==> config.mk <==
export PLATFORM = sky130hd
export DESIGN_NAME = fan_drive_sequencer_flat
export DESIGN_NICKNAME = d
export VERILOG_FILES = /design/src/rtl/fan_drive_if.sv /design/src/rtl/fan_drive_sequencer.sv /design/src/flat_wrapper.sv
export SDC_FILE = /design/constraint.sdc
export NUM_CORES = 1
export LEC_CHECK = 0
export CORE_ASPECT_RATIO = 0.7
export CORE_UTILIZATION = 65
export CTS_CLUSTER_SIZE = 20
export DETAILED_ROUTE_END_ITERATION = 12
export MAX_ROUTING_LAYER = met4
export PLACE_DENSITY = 0.89
export SLEW_MARGIN = 30
export SYNTH_ARGS = -nofsm -noshare
export SYNTH_HDL_FRONTEND = slang
export SYNTH_SLANG_ARGS = --single-unit
==> constraint.sdc <==
create_clock -name clk -period 10.5 [get_ports clk]
set_input_delay 2.1 -clock clk [delete_from_list [all_inputs] [get_ports clk]]
set_output_delay 2.1 -clock clk [all_outputs]
set_load 0.005 [all_outputs]
==> src/rtl/fan_drive_if.sv <==
// Fan drive bundle: speed requests, tach and fault control in; PWM drive and status out.
// speed_valid and fault_clear are one-cycle strobes with no ready; the sequencer accepts every strobe.
interface fan_drive_if;
  logic [1:0] requested_speed;
  logic       speed_valid;
  logic       tach_in;
  logic       fault_clear;
  logic       pwm_out;
  logic [6:0] duty_cycle;
  logic [2:0] drive_state;
  logic       fan_fault;

  modport master (
    output requested_speed, speed_valid, tach_in, fault_clear,
    input  pwm_out, duty_cycle, drive_state, fan_fault
  );

  modport slave (
    input  requested_speed, speed_valid, tach_in, fault_clear,
    output pwm_out, duty_cycle, drive_state, fan_fault
  );
endinterface

==> src/rtl/fan_drive_sequencer.sv <==
// Turns 2-bit speed requests into a PWM fan drive with spin-up kick, boundary-aligned
// duty ramping and tach-based stall detection with bounded retries before a latched fault.
module fan_drive_sequencer #(
  parameter int PWM_PERIOD    = 100,
  parameter int DUTY_LOW      = 40,
  parameter int DUTY_MED      = 70,
  parameter int DUTY_HIGH     = 100,
  parameter int RAMP_STEP     = 5,
  parameter int KICK_PERIODS  = 4,
  parameter int STALL_PERIODS = 8,
  parameter int MAX_RETRIES   = 3
) (
  input logic       clk,
  input logic       reset,
  fan_drive_if.slave fan
);

  localparam logic [6:0] PERIOD_LAST = 7'(PWM_PERIOD - 1);
  localparam logic [6:0] FULL_DUTY   = 7'(PWM_PERIOD);
  localparam logic [6:0] STEP        = 7'(RAMP_STEP);
  localparam logic [7:0] KICK_LAST   = 8'(KICK_PERIODS - 1);
  localparam logic [7:0] STALL_LAST  = 8'(STALL_PERIODS - 1);
  localparam logic [7:0] RETRY_LAST  = 8'(MAX_RETRIES - 1);

  typedef enum logic [2:0] {
    IDLE  = 3'd0,
    KICK  = 3'd1,
    RAMP  = 3'd2,
    RUN   = 3'd3,
    FAULT = 3'd4
  } state_t;

  state_t     state, state_nxt, settle_state;
  logic [6:0] pwm_cnt, duty, duty_nxt, target_duty, ramp_duty;
  logic [1:0] target;
  logic [7:0] kick_cnt, kick_nxt, stall_cnt, stall_nxt, retry_cnt, retry_nxt;
  logic       tach_q, tach_q2, tach_sticky, tach_rise, edge_seen;
  logic       boundary, monitor, stall_evt, pwm_q;

  assign boundary  = (pwm_cnt == PERIOD_LAST);
  assign tach_rise = tach_q & ~tach_q2;
  assign edge_seen = tach_sticky | tach_rise;
  assign monitor   = ((state == RAMP) || (state == RUN)) && (target_duty != 7'd0);
  assign stall_evt = monitor && !edge_seen && (stall_cnt == STALL_LAST);

  always_comb begin
    target_duty = 7'd0;
    case (target)
      2'd1:    target_duty = 7'(DUTY_LOW);
      2'd2:    target_duty = 7'(DUTY_MED);
      2'd3:    target_duty = 7'(DUTY_HIGH);
      default: target_duty = 7'd0;
    endcase
  end

  // One ramp step toward the target, clamped so it never overshoots.
  always_comb begin
    ramp_duty = target_duty;
    if ((duty < target_duty) && ((target_duty - duty) > STEP)) ramp_duty = duty + STEP;
    else if ((duty > target_duty) && ((duty - target_duty) > STEP)) ramp_duty = duty - STEP;
    settle_state = RAMP;
    if (ramp_duty == target_duty) settle_state = (target_duty == 7'd0) ? IDLE : RUN;
  end

  always_comb begin
    state_nxt = state;
    duty_nxt  = duty;
    kick_nxt  = kick_cnt;
    stall_nxt = stall_cnt;
    retry_nxt = retry_cnt;
    if ((state == FAULT) && fan.fault_clear) begin
      state_nxt = IDLE;
      duty_nxt  = 7'd0;
      kick_nxt  = 8'd0;
      stall_nxt = 8'd0;
      retry_nxt = 8'd0;
    end else if (boundary) begin
      if (monitor) stall_nxt = edge_seen ? 8'd0 : stall_cnt + 8'd1;
      else         stall_nxt = 8'd0;
      if (edge_seen && (state == RUN)) retry_nxt = 8'd0;
      case (state)
        IDLE: begin
          duty_nxt = 7'd0;
          if (target_duty != 7'd0) begin
            state_nxt = KICK;
            duty_nxt  = FULL_DUTY;
            kick_nxt  = 8'd0;
          end
        end
        KICK: begin
          if (kick_cnt == KICK_LAST) begin
            duty_nxt  = ramp_duty;
            state_nxt = settle_state;
          end else begin
            kick_nxt = kick_cnt + 8'd1;
          end
        end
        RAMP, RUN: begin
          if (stall_evt) begin
            retry_nxt = retry_cnt + 8'd1;
            stall_nxt = 8'd0;
            if (retry_cnt == RETRY_LAST) begin
              state_nxt = FAULT;
              duty_nxt  = 7'd0;
            end else begin
              state_nxt = KICK;
              duty_nxt  = FULL_DUTY;
              kick_nxt  = 8'd0;
            end
          end else begin
            duty_nxt  = ramp_duty;
            state_nxt = settle_state;
          end
        end
        FAULT:   duty_nxt = 7'd0;
        default: begin
          state_nxt = IDLE;
          duty_nxt  = 7'd0;
        end
      endcase
    end
  end

  always_ff @(posedge clk) begin
    if (reset) begin
      state       <= IDLE;
      duty        <= 7'd0;
      pwm_cnt     <= 7'd0;
      target      <= 2'd0;
      kick_cnt    <= 8'd0;
      stall_cnt   <= 8'd0;
      retry_cnt   <= 8'd0;
      tach_q      <= 1'b0;
      tach_q2     <= 1'b0;
      tach_sticky <= 1'b0;
      pwm_q       <= 1'b0;
    end else begin
      state       <= state_nxt;
      duty        <= duty_nxt;
      kick_cnt    <= kick_nxt;
      stall_cnt   <= stall_nxt;
      retry_cnt   <= retry_nxt;
      pwm_cnt     <= boundary ? 7'd0 : pwm_cnt + 7'd1;
      if (fan.speed_valid) target <= fan.requested_speed;
      tach_q      <= fan.tach_in;
      tach_q2     <= tach_q;
      tach_sticky <= boundary ? 1'b0 : (tach_sticky | tach_rise);
      // Drive is forced low the moment FAULT is entered, not one period later.
      pwm_q       <= (pwm_cnt < duty) && (state_nxt != FAULT);
    end
  end

  assign fan.pwm_out     = pwm_q;
  assign fan.duty_cycle  = duty;
  assign fan.drive_state = state;
  assign fan.fan_fault   = (state == FAULT);

endmodule

==> src/flat_wrapper.sv <==
// flat-port wrapper written by rule: the top's interface ports become plain ports
module fan_drive_sequencer_flat 
#(
  parameter int PWM_PERIOD    = 100,
  parameter int DUTY_LOW      = 40,
  parameter int DUTY_MED      = 70,
  parameter int DUTY_HIGH     = 100,
  parameter int RAMP_STEP     = 5,
  parameter int KICK_PERIODS  = 4,
  parameter int STALL_PERIODS = 8,
  parameter int MAX_RETRIES   = 3
)
  (clk, reset, fan_requested_speed, fan_speed_valid, fan_tach_in, fan_fault_clear, fan_pwm_out, fan_duty_cycle, fan_drive_state, fan_fan_fault);
  fan_drive_if fan_i ();
  input logic clk;
  input logic reset;
  input wire logic [$bits(fan_i.requested_speed)-1:0] fan_requested_speed;
  input wire logic [$bits(fan_i.speed_valid)-1:0] fan_speed_valid;
  input wire logic [$bits(fan_i.tach_in)-1:0] fan_tach_in;
  input wire logic [$bits(fan_i.fault_clear)-1:0] fan_fault_clear;
  output wire logic [$bits(fan_i.pwm_out)-1:0] fan_pwm_out;
  output wire logic [$bits(fan_i.duty_cycle)-1:0] fan_duty_cycle;
  output wire logic [$bits(fan_i.drive_state)-1:0] fan_drive_state;
  output wire logic [$bits(fan_i.fan_fault)-1:0] fan_fan_fault;
  assign fan_i.requested_speed = fan_requested_speed;
  assign fan_i.speed_valid = fan_speed_valid;
  assign fan_i.tach_in = fan_tach_in;
  assign fan_i.fault_clear = fan_fault_clear;
  assign fan_pwm_out = fan_i.pwm_out;
  assign fan_duty_cycle = fan_i.duty_cycle;
  assign fan_drive_state = fan_i.drive_state;
  assign fan_fan_fault = fan_i.fan_fault;
  fan_drive_sequencer #(.PWM_PERIOD(PWM_PERIOD), .DUTY_LOW(DUTY_LOW), .DUTY_MED(DUTY_MED), .DUTY_HIGH(DUTY_HIGH), .RAMP_STEP(RAMP_STEP), .KICK_PERIODS(KICK_PERIODS), .STALL_PERIODS(STALL_PERIODS), .MAX_RETRIES(MAX_RETRIES)) u_core (.clk(clk), .reset(reset), .fan(fan_i));
endmodule
* Yosys cells after proc, flatten, opt, wreduce, memory -nomap -nowiden
Index checks and enable logic that the tools add are counted.
** Storage, ports and cells
- Register bits after elaboration :: 47
- Input bits :: 7
** Operators by class
- Add/subtract/negate cells :: 8
- Bitwise gates (word level) :: 3
- Equal/unequal tests :: 18
- Muxes and demuxes :: 29
- Order comparisons :: 5
- Reductions and logical operators :: 19
** Operators with widths (count)
- $mux 8 :: 11
- $mux 7 :: 6
- $pmux 7 s3 :: 2
- $add 8x1->8 const B :: 3
- $pmux 8 s3 :: 1
- $mux 3 :: 7
- $eq 8x2->1 const B :: 2
- $gt 7x3->1 const B :: 2
- $lt 7x7->1 :: 2
- $sub 7x7->7 :: 2
- $pmux 3 s4 :: 1
- $eq 8x3->1 const B :: 1
- $logic_and 1x1->1 :: 8
- $add 7x1->7 const B :: 1
- $add 7x3->7 const B :: 1
- $eq 7x7->1 :: 1
- $eq 7x7->1 const B :: 1
- $gt 7x7->1 :: 1
- $logic_not 7->1 :: 1
- $reduce_bool 7->1 :: 1
- $sub 7x3->7 const B :: 1
- $eq 3x2->1 const B :: 2
- $ne 2x1->1 const B :: 3
- $reduce_and 6->1 :: 1
- other kinds (16) :: 20

* Longest topological paths before layout
- Depth in word-level cells :: 15
- Mapped depth :: 15
- Depth with buffers taken out :: 13

* Worst setup path before layout
Ideal clock, no wire load.
- Path type :: reg2reg
- Start point :: register u_core.target[1]
- End point :: register u_core.state[1] (netlist: u_core.fan.drive_state[1])
- Buffers on the path :: 2
- Slack :: 6735 ps
- Arrival :: 3691 ps
- Library setup time :: 74 ps
- Stages on the path, launching flop included :: 16
- Cell sequence :: dfxtp_1 -> clkbuf_1 -> inv_1 -> nor2_1 -> ha_1 -> inv_1 -> fa_1 -> a211o_1 -> and3_4 -> or3_1 -> and3_4 -> buf_6 -> or4_1 -> o221a_2 -> and2_4 -> a31oi_1
** On the way
- Cells in the longest elaborated chain, start to end :: 13
- Elaborated cells on any way between the ends :: 28
** RTL lines
- from (decl) :: line fan_drive_sequencer.sv:35 : logic [1:0] target;
- from (signal assigned) :: line fan_drive_sequencer.sv:144 : if (fan.speed_valid) target <= fan.requested_speed;
- $eq 2x2->1 or $eq 2x1->1 (tied branches) :: line fan_drive_sequencer.sv:48 : case (target)
- $pmux 7 s3 (*) :: line fan_drive_sequencer.sv:48
- $sub 7x7->7 :: line fan_drive_sequencer.sv:60 : else if ((duty > target_duty) && ((duty - target_duty) > STEP)) ramp_duty = duty - STEP;
- $gt 7x3->1 :: line fan_drive_sequencer.sv:60
- $logic_and 1x1->1 :: line fan_drive_sequencer.sv:60
- $mux 7 :: line fan_drive_sequencer.sv:60
- $mux 7 :: line fan_drive_sequencer.sv:59 : if ((duty < target_duty) && ((target_duty - duty) > STEP)) ramp_duty = duty + STEP;
- $eq 7x7->1 :: line fan_drive_sequencer.sv:62 : if (ramp_duty == target_duty) settle_state = (target_duty == 7'd0) ? IDLE : RUN;
- $mux 3 :: line fan_drive_sequencer.sv:62
- $mux 3, on equally long branches :: line fan_drive_sequencer.sv:99, fan_drive_sequencer.sv:91
- $pmux 3 s4 (*) :: line fan_drive_sequencer.sv:81 : case (state)
- $mux 3 (*) :: line fan_drive_sequencer.sv:77 : end else if (boundary) begin
- $mux 3 (*) :: line fan_drive_sequencer.sv:71 : if ((state == FAULT) && fan.fault_clear) begin
- to (signal assigned) :: line fan_drive_sequencer.sv:138 : state <= state_nxt;
- to (decl) :: line fan_drive_sequencer.sv:33 : state_t state, state_nxt, settle_state;
Mark *: on every way between the ends. The rest lies on a longest branch, timed or not.
A chain may end at the register's enable or synchronous reset.

* Worst setup path after layout
- Start point :: register u_core.target[1]
- End point :: register u_core.duty[1] (netlist: u_core.fan.duty_cycle[1])
** On the way
- Cells in the longest elaborated chain, start to end :: 9
- Elaborated cells on any way between the ends :: 21
** RTL lines
- $eq 2x2->1 or $eq 2x1->1 (tied branches) :: line fan_drive_sequencer.sv:48
- $pmux 7 s3 (*) :: line fan_drive_sequencer.sv:48
- $sub 7x7->7 :: line fan_drive_sequencer.sv:60
- $gt 7x3->1 :: line fan_drive_sequencer.sv:60
- $logic_and 1x1->1 :: line fan_drive_sequencer.sv:60
- $mux 7 :: line fan_drive_sequencer.sv:60
- $mux 7 :: line fan_drive_sequencer.sv:59
- $mux 7, on equally long branches :: line fan_drive_sequencer.sv:99, fan_drive_sequencer.sv:91
- $pmux 7 s3 (*) :: line fan_drive_sequencer.sv:81
- to (signal assigned) :: line fan_drive_sequencer.sv:139 : duty <= duty_nxt;
- to (decl) :: line fan_drive_sequencer.sv:34 : logic [6:0] pwm_cnt, duty, duty_nxt, target_duty, ramp_duty;
Mark *: on every way between the ends. The rest lies on a longest branch, timed or not. The select of a mux whose other input is x is not followed.

==> metrics.csv <==
metric,value,unit
outcome,finished clean,
final clock skew,6.74,ps
Synth Register Bits,47,
row count,21,
Post-CTS Resized,0,
Root Buffer,clkbuf_8,
Post-DP HPWL,6850,um
Post-Syn Area,0.00344,sq mm
Hold WS,471,ps
leak pwr,1.43,nW
PwrDens,106,mW/mm^2
Most used DFF post-synth,dfxtp_1,
Fin. Hold Viols,0,
sequential share of the synthesized area,27.4,%
DR pass1 iterations,7,
CP Max Fanout,10,
GRT Util Overall,35.8,%
DRC viols,0,
startpoint class of the critical path,register,
critical path class,register to register,
max cap viols,0,
fillcell total,382,
Routed wire per std cell,17.2,um
cell taking the most area after synthesis,dfxtp_1,
Die X,88.9,um
proportion of layout cells with a drive suffix above 1,4.41,%
Post-CTS Hold Buffers,0,
count of clock tree sinks,47,
Layout area overhead,8.77,%
Hold Path Class,register to register,
final worst-path cycle share,38.6,%
Vias,3382,
Clock Tree Buf Depth,2,
synth top area cells,"dfxtp_1 27%, ha_1 9.1%, nor2_1 6.0%",
Die Y,62.8,um
Initial Utilization,69.6,%
Initial DRC Count,291,
final setup vio count,0,
Final ANT Viol Nets,0,
largest net degree at the start of global routing,18,
setup bufs post-CTS,0,
number of global-route vias before repair,3075,
Yosys top cell area share,27.4,%
TNS Setup,0,ps
Post-Syn Nets,479,
Total Wirelength,9010,um
final setup margin,6450,ps
Post-Place Worst Slack,6600,ps
Crit. End Element,register,
"Clk pin slew, worst setup/hold paths",90,ps
Post-Synthesis Cells,445,
RSZ-0062 raised after global routing,false,
die area,0.00559,sq mm
mean post-synth cell area,7.72,sq um
hold path depth,1,
core area,0.00494,sq mm
total power,395,uW
first-pass GRT wire length,14900,um
Worst Reg-to-Reg Cells,13,
H-tree levels,2,
CTS buffer count,5,
max-slew violation count,0,
gp weighted congestion,1.04,
Max IR drop VDD,0.0000946,V
Fmax,0.247,GHz
GR Overflow Total,0,
synth cell count leaders,"55 x nor2_1, 47 x dfxtp_1, 43 x nand2_1, 28 x a21oi_1, 25 x ha_1",
Via-to-Cell Ratio,6.47,
slew margin rel.,49.6,%
min Tclk post-route,4050,ps
Clock Latency Late Sink,300,ps
data arrival time of the critical path,4270,ps
WP data required,10720,ps
Post-synth ARST share,0,%
Cell variety after synth,58,
area occupied by multi-input gates,0.00235,sq mm
# diodes,0,
Post-synth EDFFs,0,
final net count,487,
Worst Tran Pin Value,754,ps
TritonCTS clock tree,yes,
warnings from Yosys,0,
input/output buffers,18,
top-level I/O count,19,
register area,941,sq um
cell with the most instances after synthesis,nor2_1,
antenna violations before repair,0,
[kinds of logic after synthesis]
kind of cell	after synthesis	share of synthesized area (%)
muxes	5	1.46
xor gates and xnor gates	26	6.63
AOI/OAI and AO/OA	102	19.7
buffers and inverters	34	4.15
and+or+nand+nor	204	30.4
DFF	47	27.4
adders and majority gates	27	10.3
[path summary, 6_finish.rpt]
kind	endpoint	slack, ps	start
min reg2reg	u_core.pwm_cnt[0]	470	u_core.pwm_cnt[0]
min	u_core.pwm_cnt[0]	470	u_core.pwm_cnt[0]
max reg2reg	u_core.fan.duty_cycle[1]	6450	u_core.target[1]
max	u_core.fan.duty_cycle[1]	6450	u_core.target[1]
[where the power goes]
group / total (mW) / switching (mW) / internal [mW]
Sequential: 0.183 / 0.00275 / 0.181
Combinational: 0.0771 / 0.0462 / 0.0309
Clock: 0.134 / 0.0635 / 0.0710
Total: 0.395 / 0.112 / 0.282
[layout make-up]
| class | count | area share (%) |
|---|---|---|
| Clock inverter | 3 | 1.17 |
| Multi-Input combinational cell | 364 | 63.0 |
| Inverter | 17 | 1.71 |
| Sequential cell | 47 | 25.2 |
| Timing Repair Buffer | 18 | 4.82 |
| Tap cell | 69 | 2.31 |
| Clock buffer | 5 | 1.84 |
[layer usage]
layer  part of all wire, %  wire length, um  global-route usage (%)  vias up
met5                     0                0                       -        -
met4                   1.4              129                    8.87        0
met3                    12             1050                    9.91       20
met2                    40             3610                    48.4      210
met1                    47             4230                    52.0     1531
li1                      -                -                       -     1621
[per-stage QoR]
stage          std cells  util (%)  instance area, sq um
4_1_cts              523      75.7                  3740
3_3_place_gp         515      73.4                  3620
5_1_grt              523      75.7                  3740
3_5_place_dp         515      73.4                  3630
6_report             523      75.7                  3740
2_1_floorplan        445         -                  3440
[sequential cells by signal (all words and copies together) (netlist names)]
signal	cells
u_core.fan.drive_state	3
u_core.fan.duty_cycle	7
u_core.fan.pwm_out	1
u_core.kick_cnt	8
u_core.pwm_cnt	7
u_core.retry_cnt	8
u_core.stall_cnt	8
u_core.tach_q	1
u_core.tach_q2	1
u_core.tach_sticky	1
u_core.target	2
[worst max-delay path, stage by stage (launching register included)]
cell,delay [ps]
dfxtp_1,540
inv_1,250
nor2_1,360
ha_1,260
inv_1,60
fa_1,410
a211o_1,320
and3_4,200
or3_1,400
and3_4,220
nor2_1,430
a211oi_1,110
a211o_1,290
a21oi_1,130
[cells in the final DEF (no fill, tap or decap), types with 3 or more instances in the layout]
master	netlist	routed
nor2_1	55	55
dfxtp_1	47	47
nand2_1	43	43
a21oi_1	28	28
ha_1	25	25
o21ai_0	21	21
nand3_1	19	19
clkdlybuf4s50_1	0	18
and3_1	17	17
inv_1	16	16
xor2_1	14	14
xnor2_1	12	12
nor2b_1	10	10
nand2b_1	9	9
nor3_1	9	9
a211oi_1	8	8
nand4_1	7	7
or3_1	6	6
o31ai_1	6	6
mux2i_1	5	5
a21o_1	5	5
nor3b_1	5	5
clkbuf_8	0	5
nor4_1	4	4
and2_1	3	3
a211o_1	3	3
nor4b_1	3	3
and4_1	3	3
a311oi_1	3	3
(Power assumes the default switching activity.)
==> RTL edit (config.mk and constraints unchanged) <==
`DUTY_MED` is set to 70 in 2 places; all go to 35.
--- a/src/rtl/fan_drive_sequencer.sv
+++ b/src/rtl/fan_drive_sequencer.sv
@@ -5,3 +5,3 @@
   parameter int DUTY_LOW      = 40,
-  parameter int DUTY_MED      = 70,
+  parameter int DUTY_MED      = 35,
   parameter int DUTY_HIGH     = 100,
--- a/src/flat_wrapper.sv
+++ b/src/flat_wrapper.sv
@@ -5,3 +5,3 @@
   parameter int DUTY_LOW      = 40,
-  parameter int DUTY_MED      = 70,
+  parameter int DUTY_MED      = 35,
   parameter int DUTY_HIGH     = 100,
Function: no difference found for any inputs over 10 cycles, from zero or initial values and one cycle with reset high; that may be too few to reach the edited logic, so the function may still have changed.
==> RTL edit against the unedited design <==
  * Worst setup slack improved by 0.12 ns
  * Total power decreased by 4.9%
  * Sequential cell count unchanged
  * Global-route usage decreased by 1.8 points
  * Synthesized area increased by 2.1%
  * Count of clock-buffer cells in the layout increased by 2
  * Design area increased by 1.3%
  * First-iteration DRC count increased by 48%
  * Synthesized cell count increased by 0.67%
  * Clock power decreased by 11%
  * Wire length increased by 0.85%
  * Critical endpoint is now u_core.fan.drive_state[0]
  * Highest routed layer unchanged
==> RTL edit: results (changes against the unedited design) <==
gp_congestion: 1.00  # -3.5%
synth_commonest_cells: "dfxtp_1, nor2_1, a21oi_1"
switching_power_mw: 0.106  # -5.8%
first_global_vias: 3187  # +3.6%
use_met3_pct: 8.09  # -1.8 points
drive_gt1_share_pct: 7.05  # +2.6 points
slowest_stage: "dfxtp_1"
ys.flop_type: "dfxtp_1"
critPathMaxStageDelay_ns: 0.64  # +0.10 ns
drt-vias-per-instance: 6.70  # +3.6%
ys_seq_area_share_pct: 26.8  # -0.58 points
ir_worst_vdd_v: 0.0000740  # -22%
grt_pass1_wl_um: 15300  # +2.4%
synthAdderAreaFrac_pct: 9.12  # -1.1 points
reg2regPathDepth: 11  # -2
muxShareOfSynthArea_pct: 1.43  # -0.031 points
grt_max_degree: 24  # +6
power.group.top: "registers"
critPathCapture: "u_core.fan.drive_state[0]"
dpl_cell_area_mm2: 0.00368  # +1.6%
grtUsageMet1_pct: 48.4  # -3.6 points
wirelength_um: 9090  # +0.85%
globalRouteTotalUtil_pct: 34.0  # -1.8 points
clock_skew_ns: 0.00631  # -0.000421 ns
finalNetCount: 485  # -0.41%
first_iter_violations: 432  # +48%
synth_compound_area_share_pct: 25.5  # +5.8 points
syn_nets: 480  # +0.21%
crit_start: "u_core.fan.duty_cycle[3]"
met2WireLength_um: 3760  # +4.3%
grtUsageMet2_pct: 48.3  # -0.096 points
slew_headroom_pct: 47.9  # -1.7 points
crit_family: "compound AO/OA/AOI/OAI gates"
cp.arrival_ns: 4.14  # -0.13 ns
synth_area_leaders: "dfxtp_1, ha_1, a21oi_1"
wl_met3_um: 1010  # -4.3%
status: "finished clean"
dp_hpwl_um: 6680  # -2.5%
wl_met1_um: 4260  # +0.71%
power.leakage_nw: 1.45  # +1.0%
reg2reg_slack_ns: 6.57  # +0.12 ns
p_comb_mw: 0.0725  # -6.0%
power_frac_seq_pct: 48.8  # +2.4 points
synth_xor_area_share_pct: 4.74  # -1.9 points
==> RTL edit: cell types whose count changed after synthesis, moves of 5 or more <==
cell	before	now
buf_2	0	5
nand2_1	43	25
nor2b_1	10	4
o21a_1	0	5
o21ai_0	21	28
a21oi_1	28	40
xor2_1	14	8
a211oi_1	8	1
nor2_1	55	47
==> RTL edit: layout make-up <==
class,count,area [um2]
multi-input cells,360,2400
fillers,387,1200
flip-flops and latches,47,941
repair buffers,18,180
clock buffers,7,96.3
well taps,69,86.3
inverters,21,78.8
clock inverters,1,7.51
==> RTL edit: stage by stage <==
stage | std cells | hold slack [ns] | setup WS [ns] | util, % | power, mW
final | 523 | 0.473 | 6.57 | 75.9 | 0.375
after CTS | 523 | 0.477 | 6.65 | 75.9 | 0.374
after detailed placement | 515 | 0.462 | 6.68 | 73.8 | 0.257
after global routing | 523 | 0.491 | 6.34 | 75.9 | 0.388
after floorplan | 448 | 0.422 | 7.18 | - | 0.244
after global placement | 515 | 0.445 | 6.78 | 73.8 | 0.255
